`config.mk`:
```
export PLATFORM = sky130hd
export DESIGN_NAME = demux_rr_ctrl_flat
export DESIGN_NICKNAME = d
export VERILOG_FILES = /design/src/rtl/demux_rr_ctrl_pkg.sv /design/src/rtl/demux_rr_ctrl_if.sv /design/src/rtl/demux_rr_ctrl_ch_decode.sv /design/src/rtl/demux_rr_ctrl.sv /design/src/flat_wrapper.sv
export SDC_FILE = /design/constraint.sdc
export NUM_CORES = 1
export LEC_CHECK = 0
export ABC_AREA = 1
export CAP_MARGIN = 20
export CORE_MARGIN = 4
export CORE_UTILIZATION = 56
export CTS_BUF_LIST = sky130_fd_sc_hd__clkbuf_4
export DETAILED_ROUTE_END_ITERATION = 8
export PLACE_DENSITY = 0.85
export SLEW_MARGIN = 25
export SYNTH_ARGS = -nofsm -noshare
export SYNTH_HDL_FRONTEND = slang
export SYNTH_HIERARCHICAL = 1
export SYNTH_SLANG_ARGS = --single-unit
```
`constraint.sdc`:
```
create_clock -name clk -period 1.99 [get_ports clk]
set_input_delay 0.398 -clock clk [delete_from_list [all_inputs] [get_ports clk]]
set_output_delay 0.398 -clock clk [all_outputs]
set_load 0.005 [all_outputs]
```
`src/rtl/demux_rr_ctrl_pkg.sv`:
```
// Shared constants and types for the demux sequencing controller.
package demux_ctrl_pkg;
  localparam int NUM_CH = 4;
  localparam int CH_W   = 2;

  localparam logic MODE_FIXED = 1'b0;
  localparam logic MODE_RR    = 1'b1;

  typedef enum logic {EMPTY = 1'b0, FULL = 1'b1} state_t;
endpackage

```
`src/rtl/demux_rr_ctrl_if.sv`:
```
// Producer-side and consumer-side handshake bundle for the demux controller.
interface demux_rr_ctrl_if #(parameter int WIDTH = 1);
  import demux_ctrl_pkg::*;

  logic              in_valid;
  logic              in_ready;
  logic [WIDTH-1:0]  in_data;
  logic [NUM_CH-1:0] out_valid;
  logic [NUM_CH-1:0] out_ready;
  logic [WIDTH-1:0]  out_data;

  modport master (output in_valid, in_data, out_ready,
                  input  in_ready, out_valid, out_data);
  modport slave  (input  in_valid, in_data, out_ready,
                  output in_ready, out_valid, out_data);
endinterface

```
`src/rtl/demux_rr_ctrl_ch_decode.sv`:
```
// Channel index to one-hot valid decoder, gated by a valid bit.
module ch_decode
  import demux_ctrl_pkg::*;
(
  input  logic              i_valid,
  input  logic [CH_W-1:0]   i_ch,
  output logic [NUM_CH-1:0] o_onehot
);
  for (genvar k = 0; k < NUM_CH; k++) begin : g_ch
    assign o_onehot[k] = i_valid && (i_ch == CH_W'(k));
  end
endmodule

```
`src/rtl/demux_rr_ctrl.sv`:
```
// 1-to-4 demux controller: one-word holding register, fixed or round-robin
// packet routing, full throughput via combinational ready pass-through.
module demux_rr_ctrl
  import demux_ctrl_pkg::*;
#(
  parameter int WIDTH   = 1,
  parameter int PKT_LEN = 4
) (
  input  logic            clk,
  input  logic            rst_n,
  input  logic            i_en,
  input  logic            i_mode,
  input  logic [CH_W-1:0] i_sel,
  output logic [CH_W-1:0] o_cur_ch,
  output logic            o_pkt_done,
  demux_rr_ctrl_if.slave  bus
);
  localparam logic [7:0] LAST_CNT = 8'(PKT_LEN - 1);

  state_t            r_state;
  logic [WIDTH-1:0]  r_hold_data;
  logic [CH_W-1:0]   r_hold_ch;
  logic              r_hold_last;
  logic [CH_W-1:0]   r_rr_ptr;
  logic [7:0]        r_word_cnt;
  logic              r_pkt_done;

  logic              w_hold_valid;
  logic              w_dst_ready;
  logic              w_deliver;
  logic              w_in_ready;
  logic              w_accept;
  logic [NUM_CH-1:0] w_out_valid;

  assign w_hold_valid = (r_state == FULL);
  assign w_dst_ready  = bus.out_ready[r_hold_ch];
  assign w_deliver    = w_hold_valid && w_dst_ready;
  // Ready is held low while reset is asserted so nothing is accepted into a clearing register.
  assign w_in_ready   = rst_n && i_en && (!w_hold_valid || w_dst_ready);
  assign w_accept     = bus.in_valid && w_in_ready;

  always_ff @(posedge clk) begin
    if (!rst_n) begin
      r_state     <= EMPTY;
      r_hold_data <= '0;
      r_hold_ch   <= '0;
      r_hold_last <= 1'b0;
      r_rr_ptr    <= '0;
      r_word_cnt  <= '0;
      r_pkt_done  <= 1'b0;
    end else begin
      r_pkt_done <= w_deliver && r_hold_last;
      if (w_accept) begin
        r_state     <= FULL;
        r_hold_data <= bus.in_data;
        if (i_mode == MODE_FIXED) begin
          // Fixed words abandon any partial RR packet; rr_ptr is left alone.
          r_hold_ch   <= i_sel;
          r_hold_last <= 1'b0;
          r_word_cnt  <= '0;
        end else begin
          r_hold_ch <= r_rr_ptr;
          if (r_word_cnt == LAST_CNT) begin
            r_hold_last <= 1'b1;
            r_word_cnt  <= '0;
            r_rr_ptr    <= r_rr_ptr + 2'd1;
          end else begin
            r_hold_last <= 1'b0;
            r_word_cnt  <= r_word_cnt + 8'd1;
          end
        end
      end else if (w_deliver) begin
        r_state <= EMPTY;
      end
    end
  end

  ch_decode u_ch_decode (
    .i_valid  (w_hold_valid),
    .i_ch     (r_hold_ch),
    .o_onehot (w_out_valid)
  );

  assign bus.in_ready  = w_in_ready;
  assign bus.out_valid = w_out_valid;
  assign bus.out_data  = w_hold_valid ? r_hold_data : '0;
  assign o_cur_ch      = r_rr_ptr;
  assign o_pkt_done    = r_pkt_done;
endmodule

```
`src/flat_wrapper.sv`:
```
// flat-port wrapper written by rule: the top's interface ports become plain ports
module demux_rr_ctrl_flat import demux_ctrl_pkg::*;
#(
  parameter int WIDTH   = 1,
  parameter int PKT_LEN = 4
)
  (clk, rst_n, i_en, i_mode, i_sel, o_cur_ch, o_pkt_done, bus_in_valid, bus_in_data, bus_out_ready, bus_in_ready, bus_out_valid, bus_out_data);
  demux_rr_ctrl_if #(.WIDTH(WIDTH)) bus_i ();
  input  logic clk;
  input  logic rst_n;
  input  logic i_en;
  input  logic i_mode;
  input  logic [CH_W-1:0] i_sel;
  output logic [CH_W-1:0] o_cur_ch;
  output logic o_pkt_done;
  input wire logic [$bits(bus_i.in_valid)-1:0] bus_in_valid;
  input wire logic [$bits(bus_i.in_data)-1:0] bus_in_data;
  input wire logic [$bits(bus_i.out_ready)-1:0] bus_out_ready;
  output wire logic [$bits(bus_i.in_ready)-1:0] bus_in_ready;
  output wire logic [$bits(bus_i.out_valid)-1:0] bus_out_valid;
  output wire logic [$bits(bus_i.out_data)-1:0] bus_out_data;
  assign bus_i.in_valid = bus_in_valid;
  assign bus_i.in_data = bus_in_data;
  assign bus_i.out_ready = bus_out_ready;
  assign bus_in_ready = bus_i.in_ready;
  assign bus_out_valid = bus_i.out_valid;
  assign bus_out_data = bus_i.out_data;
  demux_rr_ctrl #(.WIDTH(WIDTH), .PKT_LEN(PKT_LEN)) u_core (.clk(clk), .rst_n(rst_n), .i_en(i_en), .i_mode(i_mode), .i_sel(i_sel), .o_cur_ch(o_cur_ch), .o_pkt_done(o_pkt_done), .bus(bus_i));
endmodule
```
======== Yosys cells after proc, flatten, opt, wreduce, memory -nomap -nowiden ========
Cells that the tools add are included.
Widths: inputs -> output; s select.
cells by class
  $add $sub $neg .......................... 2
  magnitude comparators ................... 1
  eq/ne operators ......................... 4
  muxes and demuxes ....................... 10
  reduce and logical (&&, ||, !) cells .... 14
operator list
  operator             number
  $mux 8               2
  $logic_and 1x1->1    9
  $add 8x1->8 const B  1
  $eq 8x2->1 const B   1
  $mux 1               6
  $eq 2x2->1 const B   2
  $lt 2x3->1 const B   1
  $reduce_and 3->1     1
  $add 2x1->2 const B  1
  $bmux 1 s2           1
  $eq 2x1->1 const B   1
  $logic_not 2->1      1
  $mux 2               1
  $reduce_bool 2->1    1
  $logic_not 1->1      1
  $logic_or 1x1->1     1
word-level totals
  register bits ........................... 16
  input port bits ......................... 12
  output and inout bits ................... 9

======== Logic depth before layout (Yosys ltp) ========
  word-level depth ........................ 6
  gate-level depth with buffers ........... 10

======== By module ========
Netlist, hierarchy kept.
modules (own cells, without submodules)
  module         instances  cells each  area each (µm²)  seq. area each (µm²)
  demux_rr_ctrl  1          140         958.4            320.3
  ch_decode      1          8           30.0             0.0

======== Least setup slack after synthesis ========
Ideal clock, no wire load.
  path type ............................... reg2reg
  from .................................... reg u_core.r_word_cnt[0]
  to ...................................... reg u_core.r_word_cnt[6]
  arrival time ............................ 1.169 ns
  data required time ...................... 1.919 ns
  setup slack ............................. 0.750 ns
  stages on the path, launching flop included .. 8
  buffers on the path ..................... 0
  path through ............................ dfxtp_1 ha_1 nand4_1 nor2_1 nand2_1 a21oi_1 nand2_1 a21oi_2
between the ends
  longest elaborated chain between the ends .. 3
  elaborated cells between the ends (all ways) .. 4
  classes of those cells .................. add/sub: 1; eq/ne: 1; mux: 2
RTL lines
  what                                              line                                      text
  start, declared                                   demux_rr_ctrl.sv:25                       logic [7:0] r_word_cnt;
  start signal, assigned                            demux_rr_ctrl.sv:69                       r_word_cnt <= r_word_cnt + 8'd1;
  $add 8x1->8 / $eq 8x2->1 (equally long branches)  demux_rr_ctrl.sv:69, demux_rr_ctrl.sv:63
  $mux 8 *                                          demux_rr_ctrl.sv:63                       if (r_word_cnt == LAST_CNT) begin
  $mux 8 *                                          demux_rr_ctrl.sv:56                       if (i_mode == MODE_FIXED) begin
Mark *: on every way between the ends. The rest lies on a longest branch, timed or not.
A chain may end at the register's enable or synchronous reset.

======== Final worst setup path ========
  from .................................... reg u_core.r_state
  to ...................................... out bus_out_valid[1]
between the ends
  longest elaborated chain between the ends .. 1
RTL lines
  what                    line                           text
  start, declared         demux_rr_ctrl.sv:20            state_t r_state;
  start signal, assigned  demux_rr_ctrl.sv:44            r_state <= EMPTY;
  start signal, assigned  demux_rr_ctrl.sv:54            r_state <= FULL;
  start signal, assigned  demux_rr_ctrl.sv:73            r_state <= EMPTY;
  $logic_and 1x1->1       demux_rr_ctrl_ch_decode.sv:10  assign o_onehot[k] = i_valid && (i_ch == CH_W'(k));
  end, declared           flat_wrapper.sv:20             output wire logic [$bits(bus_i.out_valid)-1:0] bus_out_valid;
Every way passes these cells.

==> results.md <==
- I/O Buffers: 20
- Worst hold margin: 0.477 ns
- HP Start: u_core/r_hold_data$_SDFFE_PN0P_
- # setup viols final: 0
- Initial antenna violation count: 0
- Area share of the leading cell type in the synthesized netlist: 32.4%
- Worst setup EP type: output port
- Worst reg2reg startpoint: u_core/r_hold_ch[0]$_SDFFE_PN0P_
- Setup WS pre-CTS: -0.139 ns
- Antenna Nets Post-Route: 0
- Via density: 5.24
- Slack of the critical path: 0.119 ns
- # diodes: 0
- FILL cells: about 120
- Reg clk slew, reported paths: 0.10 ns
- Multi-input gate area: 564 µm²
- Hold Buf Count CTS: 0
- First-pass GRT wire length: 3930 µm
- TNS Setup: 0 ns
- CTS Sinks: 16
- Remaining DRCs: 0
- Yosys warns: 6
- Final hold violation count: 0
- Number of synthesized register bits: 16
- Fin nets: 188
- Clock skew: 0.00533 ns
- Crit path kind: register to output port
- Final Cell Area: between 1000 and 1500 µm²
- I/O pins: 21
- Post-CTS Setup Inserts: 0
- # rows: 14
- Pin count of the biggest net entering global routing: 14
- Routed len/inst: 11.3 µm
- Initial DRC Count: 50
- Core area: 1590 µm²
- Slew @ Worst Pin: 0.345 ns
- Leakage power: roughly 0.49 nW
- Chip Height: 50.0 µm
- Full die area: 2500 µm²
- Cells after Synth: 148
- Run status: finished clean
- Post-synth top flop: dfxtp_1
- H-tree depth: 1
- Biggest area consumer among synthesized cells: dfxtp_1
- Startpoint types: register
- Area delta synth->final: 26.3%
- RSZ-0062 raised after global routing: false
- Gr usage total: 19.8%
- Tmin final: 1.87 ns
- CTS Buf Count: 3
- Mapped Nets: 161
- CTS root buf: clkbuf_4
- Post-synth EDFFs: 0
- Maximum vdd drop: 0.344 mV
- Hold path depth: 2
- PwrDens: around 470 nW/µm²
- Relative slew margins: around three quarters
- FFs w/ async S/R, synth: 0%
- Vias in the first global route: 982
- Max cap viols: 0
- Hpwl dp: 1740 µm
- Count of pins over their slew limit: 0
- Clk buf depth: 2
- Flop2flop setup slack: 0.48 ns
- Worst-case reg-to-reg path depth: 9
- Starting Density: 62.0%
- WP data arrival: 1.47 ns
- Max Fclk: between 500 and 600 MHz
- GRT overflow: 0
- Placed Area: 1220 µm²
- Drt pass-1 iters: 4
- Die Wd: 50.0 µm
- RR Endpoint: u_core/r_word_cnt[2]$_SDFFE_PN0P_
- Area contributors post-synth: dfxtp_1 (32%), nand2_1 (15%), nor2_1 (6.5%)
- Clk_lat worst skew: 0.28 ns
- Seq/Total Area, Yosys: 32.4%
- Peak fanout along the critical path: 5
- HP Class: register to register
- Commonest non-fill, non-tap cell in the layout: nand2_1
- WL final: 2230 µm
- Routability cong.: 0.797
- Commonest non-fill, non-tap cells in the layout: nand2_1 (40), clkdlybuf4s50_1 (19), nor2_1 (17), dfxtp_1 (16), inv_1 (12)
- Via count: 1,038
- Cell area after synthesis: ~990 µm²
- Crit share post-route: 94.0%
- Share of cells above drive strength 1: 18.4%
- Hold endpoint: u_core/r_hold_data$_SDFFE_PN0P_
- Worst Path Required: 1.59 ns
- Mean Syn Cell Area: 6.68 µm²
- Netlist cell types: 25
- Register area: 320 µm²
- CTS tree: done
==> where the power goes <==
group | total [mW] | internal [mW] | switching (mW) | leakage [nW]
sequential | 0.330 | 0.324 | 0.00568 | 0.129
combinational | 0.0789 | 0.0393 | 0.0396 | 0.347
clock | 0.174 | 0.0728 | 0.101 | 0.0154
==> through the flow <==
step	power, mW	instances	util, %
3_3_place_gp	0.415	194	76.8
2_1_floorplan	0.378	148	-
5_1_grt	0.613	198	78.3
4_1_cts	0.593	198	78.3
6_report	0.583	198	78.3
3_5_place_dp	0.417	194	76.8
==> flip-flops by register name, indices dropped and copies added (netlist names) <==
register / cells
u_core/o_cur_ch: 2
u_core/o_pkt_done: 1
u_core/r_hold_ch: 2
u_core/r_hold_data: 1
u_core/r_hold_last: 1
u_core/r_state: 1
u_core/r_word_cnt: 8
==> routing by layer <==
metal	global-route usage (%)	share of wire (%)	up-vias
met1	22.8	43	464
met5	0	0	-
li1	-	-	524
met3	3.31	6.6	2
met2	34.6	50	48
met4	9.68	0.58	0
==> what timing repair did <==
item	in CTS	in global routing
hold endpoints to repair	0	0
setup endpoints to repair	1	0
resized for setup	1	0
==> cell usage after synthesis (2+ instances only) <==
cell type / count
nor3_1: 4
inv_1: 12
a21oi_2: 5
nand2_1: 40
inv_2: 5
clkinv_1: 2
o21ai_0: 5
nand4_1: 5
dfxtp_1: 16
nand3_1: 7
nor2_1: 17
a21oi_1: 9
nand3_2: 2
nand2_2: 8
==> area by class of cell <==
type	instances	share of cell area [%]
timing repair buffer	25	18.9
sequential	16	25.7
clock buffer	3	1.80
multi-input combinational	110	45.2
clock inverter	1	0.301
tap	24	2.40
inverter	19	5.71
==> how the worst max path moves through the flow <==
stage	from	to	slack, ns	depth (start not counted)
2_1_floorplan	u_core/r_word_cnt[0]$_SDFFE_PN0P_	u_core/r_word_cnt[6]$_SDFFE_PN0P_	0.75	7
3_3_place_gp	bus_out_ready[3]	bus_in_ready	-0.11	8
3_5_place_dp	bus_out_ready[3]	bus_in_ready	-0.14	8
4_1_cts	u_core/r_state$_SDFFE_PN0P_	bus_out_valid[1]	0.11	3
5_1_grt	u_core/r_state$_SDFFE_PN0P_	bus_out_valid[3]	0.06	3
6_report	u_core/r_state$_SDFFE_PN0P_	bus_out_valid[1]	0.12	3
==> cell families after synthesis <==
family | synth area share, %
AO/OA/AOI/OAI | 11.5
XOR/XNOR | 0.886
AND/OR/NAND/NOR | 43.4
flip-flops | 32.4
adder cells (fa/ha/maj) | 1.27
buffers and inverters | 10.5
==> critical path, stage by stage (launching register included) <==
cell and delay (ns):
dfxtp_1 0.47, nand2_1 0.11, nor2_1 0.10, clkdlybuf4s50_1 0.52
(Power assumes the default switching activity.)
==> RTL edit 1: new RTL, same settings <==
The package constant `CH_W` goes from 2 to 4.
--- a/src/rtl/demux_rr_ctrl_pkg.sv
+++ b/src/rtl/demux_rr_ctrl_pkg.sv
@@ -1,7 +1,7 @@
 // Shared constants and types for the demux sequencing controller.
 package demux_ctrl_pkg;
   localparam int NUM_CH = 4;
-  localparam int CH_W   = 2;
+  localparam int CH_W   = 4;
 
   localparam logic MODE_FIXED = 1'b0;
   localparam logic MODE_RR    = 1'b1;
Interface: changed (resized i_sel and o_cur_ch); port bits go from 21 to 25. The function was not compared with the original's and may differ.
==> RTL edit 1 against the original RTL <==
  * Setup slack gained 0.0033 ns
  * Clock power is 11% higher
  * Synthesized cell count increased by 14%
  * Total power up 20%
  * Largest power group unchanged
  * Routed wire length rose by 12%
  * Design area up 15%
  * Clock skew shrank 0.0037 ns
  * Combinational power grew 17%
  * Critical path type is now primary input to output port
  * First-iteration DRC count down 28%
  * Synthesized area rose by 17%
  * Highest routed layer unchanged
  * Die area is 14% higher
  * Sequential cell count is 4 higher
  * Worst hold slack improved by 0.0076 ns
==> RTL edit 1: results <==
[synthesis]
synth_fp_nets = 184
ys_top_cells_by_area = "dfxtp_1, nand2_1, nor2_1, a21oi_2, inv_1"
ys_seq_area_share_pct = 34.7
syn_inst = 168
synth_common_cells = "nand2_1, nor2_1, dfxtp_1"
synth_compound_area_share_pct = 11.4
synth_cell_types = 23
synth_xor_area_share_pct = 3.04
synth_fa_ha_area_share_pct = 2.17

[placement]
dp_hpwl_mm = 1.96
place_congestion = 0.812
place_area_sq_um = 1410
io_buffers = 24
pre_cts_ws_ns = -0.163

[setup_path]
crit_path_top_delay_cell = "clkdlybuf4s50_1"
endpoint = "bus_in_ready"
ff2ff_setup_slack_ns = 0.45
crit_arrival_ns = 1.47
slowest_delay_ns = 0.46
cp-startpoint = "bus_out_ready[3]"
crit_fanout = 2
reg2regPathDepth = 11
timing.rr.end = "u_core/r_word_cnt[0]"

[final_layout]
final_cells = 223
nets = 213
antennaDiodeCount = 0
fillers = 173
area_delta_synth_final_pct = 24.8
drive_gt1_share_pct = 16.3

[pwr]
p_seq_mw = 0.411
switchingPower_mw = 0.174
power.share.clock_pct = 27.8
cellLeakagePower_nw = 0.580
p_per_area_nw_per_um2 = 485
ir_worst_vdd_v = 0.000342

[timing]
fin_ws_ns = 0.122
fin_skew_ns = 0.00165
whs_ns = 0.484
worst_pin_slew_ns = 0.511

[route]
drt_iter0_markers = 36
vias = 1088
wl_per_cell_um = 11.2

[cts]
cts_setup_buffers = 0
cts.repair.resized = 1
clkTransAtPathRegs_ns = 0.11
cts-htree-levels = 1
cts_buffers = 3

[grt]
grt_max_degree = 13
grt_pass1_wl_mm = 4.35
grt_usage_pct = 20.5
antenna_found_initial = 0

[min_path]
min_to = "u_core/r_hold_data"
min-delay-start = "u_core/r_hold_data"
hold_depth = 2

[run_status]
status = "finished, final reports clean"
==> RTL edit 1: cell types whose count changed in the layout (fill, tap and decap cells not counted), sizes merged <==
cell	before	now
nor2	18	26
inv	17	18
ha	1	2
clkdlybuf4s50	19	23
xor2	0	3
nor3	5	4
a21oi	14	16
or2	1	0
dfxtp	16	20
clkinv	3	1
nand4	5	1
nand2	49	57
nor3b	1	0
==> RTL edit 1: final cells by class <==
type	count	area share, %
multi-input combinational	125	43.8
sequential	20	27.9
timing repair buffer	29	19.2
inverter	18	4.87
tap	27	2.35
clock buffer	3	1.57
clock inverter	1	0.261
==> RTL edit 1: layer usage <==
metal / track usage [%] / wire [um] / up-vias
met5: 0 / 0 / -
li1: - / - / 582
met3: 2.54 / 114 / 2
met2: 37.3 / 1230 / 25
met1: 24.0 / 1150 / 479
met4: 7.23 / 10 / 0
==> RTL edit 2: new RTL, same flow settings <==
Without the edit above. Add an input register stage for `i_mode`, cleared by the reset; this delays it by one clock. The other inputs are not delayed to match.
--- a/src/rtl/demux_rr_ctrl.sv
+++ b/src/rtl/demux_rr_ctrl.sv
@@ -16,6 +16,16 @@
   demux_rr_ctrl_if.slave  bus
 );
   localparam logic [7:0] LAST_CNT = 8'(PKT_LEN - 1);
+
+  logic i_mode_q;
+
+  always_ff @(posedge clk) begin
+    if (!rst_n) begin
+      i_mode_q <= '0;
+    end else begin
+      i_mode_q <= i_mode;
+    end
+  end
 
   state_t            r_state;
   logic [WIDTH-1:0]  r_hold_data;
@@ -53,7 +63,7 @@
       if (w_accept) begin
         r_state     <= FULL;
         r_hold_data <= bus.in_data;
-        if (i_mode == MODE_FIXED) begin
+        if (i_mode_q == MODE_FIXED) begin
           // Fixed words abandon any partial RR packet; rr_ptr is left alone.
           r_hold_ch   <= i_sel;
           r_hold_last <= 1'b0;
Formal check against the unedited RTL: not equivalent (Yosys sat finds a counterexample within 4 cycles, from zero or initial values and one cycle with rst_n low).
==> RTL edit 2 against the original RTL <==
  * Setup slack about the same
  * Total power up 6.6%
  * Synthesized area down 1.8%
  * Via count down 2.7%
  * Routed wire length down 4.7%
  * Sequential cell count up 1
  * First-iteration DRC count down 48%
  * Design area down 2.0%
  * Clock power up 13%
==> RTL edit 2: results <==
[placement]
io_buffers = 20
placed_cells = 187
place_congestion = 0.770
dp_hpwl_mm = 1.66

[synthesis]
synth_common_cells = "nand2_1, dfxtp_1, nor2_1"
ys_seq_area_share_pct = 35.1
ys.flop_type = "dfxtp_1"
syn_inst = 151
ys_top_cells_by_area = "dfxtp_1, nand2_1, a21oi_1, nor2_1, inv_1"
async_flop_share_pct = 0
synth_fp_nets = 164
yosys_warnings = 6
synth_cell_types = 24

[cts]
cts-root-buf = "clkbuf_4"
cts-htree-levels = 1
clkTransAtPathRegs_ns = 0.09
clk_path_buf_depth = 2
cts_buffers = 3
clk_latency_ns = 0.29
cts_setup_buffers = 0

[grt]
grt_pass1_vias = 907
grt_max_degree = 18
antenna_found_initial = 0
grt_pass1_wl_mm = 3.71
grt_usage_pct = 19.4

[final_layout]
regArea_sq_um = 340
fillers = 128
regMostFlops = "u_core/r_word_cnt"
largest_register_ffs = 8
antennaDiodeCount = 0
drive_gt1_share_pct = 9.71

[route]
drt_first_pass_iters = 4
wl_per_cell_um = 11.1
drt_wl_total_mm = 2.12
viasPerCell = 5.29
drt_iter0_markers = 26

[timing]
fin_skew_ns = 0.00182
worst_pin_slew_ns = 0.319
setup_viol = 0

[min_path]
min_path_type = "flop to flop"

[pwr]
cellLeakagePower_nw = 0.498
ir_worst_vdd_v = 0.000493

[setup_path]
crit_fanout = 5
crit_arrival_ns = 1.47

[run_status]
status = "finished, final reports clean"
## RTL edit 2: repair_timing
item / 4_1_cts / 5_1_grt
gates resized for setup: 2 / 0
hold endpoints to repair: 0 / 0
endpoints found under the setup margin: 1 / 0
## RTL edit 2: through the flow
step,power (mW),setup WS [ns]
2_1_floorplan,0.396,0.764
3_3_place_gp,0.431,-0.108
3_5_place_dp,0.434,-0.142
4_1_cts,0.631,0.111
5_1_grt,0.655,0.0290
6_report,0.622,0.119
## RTL edit 2: per-layer routing
layer,global-route usage (%),routed length (um)
met3,6.33,111
met4,9.68,51
met2,29.7,985
met1,24.3,975
met5,0,0
## RTL edit 2: cells by family after synthesis
| group | share of synthesized area (%) |
|---|---|
| AO/OA/AOI/OAI | 9.79 |
| flip-flops | 35.1 |
| buffers and inverters | 10.2 |
| adder cells (fa/ha/maj) | 1.29 |
| AND/OR/NAND/NOR | 42.8 |
| XOR/XNOR | 0.902 |
## RTL edit 2: final timing paths
check	start	end	slack, ns	cells past startpoint
setup / recovery	u_core/r_state	bus_out_valid[1]	0.12	3
hold / removal	u_core/r_hold_last	u_core/o_pkt_done	0.46	2
setup reg to reg	u_core/r_hold_ch[0]	u_core/r_word_cnt[2]	0.48	9
hold reg to reg	u_core/r_hold_last	u_core/o_pkt_done	0.46	2
## RTL edit 2: layout make-up
class	count	area share, %
multi-input combinational	111	43.9
sequential	17	27.8
timing repair buffer	23	18.1
inverter	20	6.13
clock buffer	4	2.45
tap	16	1.64
## RTL edit 2: power by group
group	internal (mW)	switching [mW]
combinational	0.0371	0.0367
clock	0.0918	0.105
sequential	0.345	0.00641
## RTL edit 2: worst max-delay path, stage by stage (launching register included)
cell and delay, ns:
dfxtp_1 0.47, nand2_1 0.11, nor2_1 0.10, clkdlybuf4s50_1 0.50
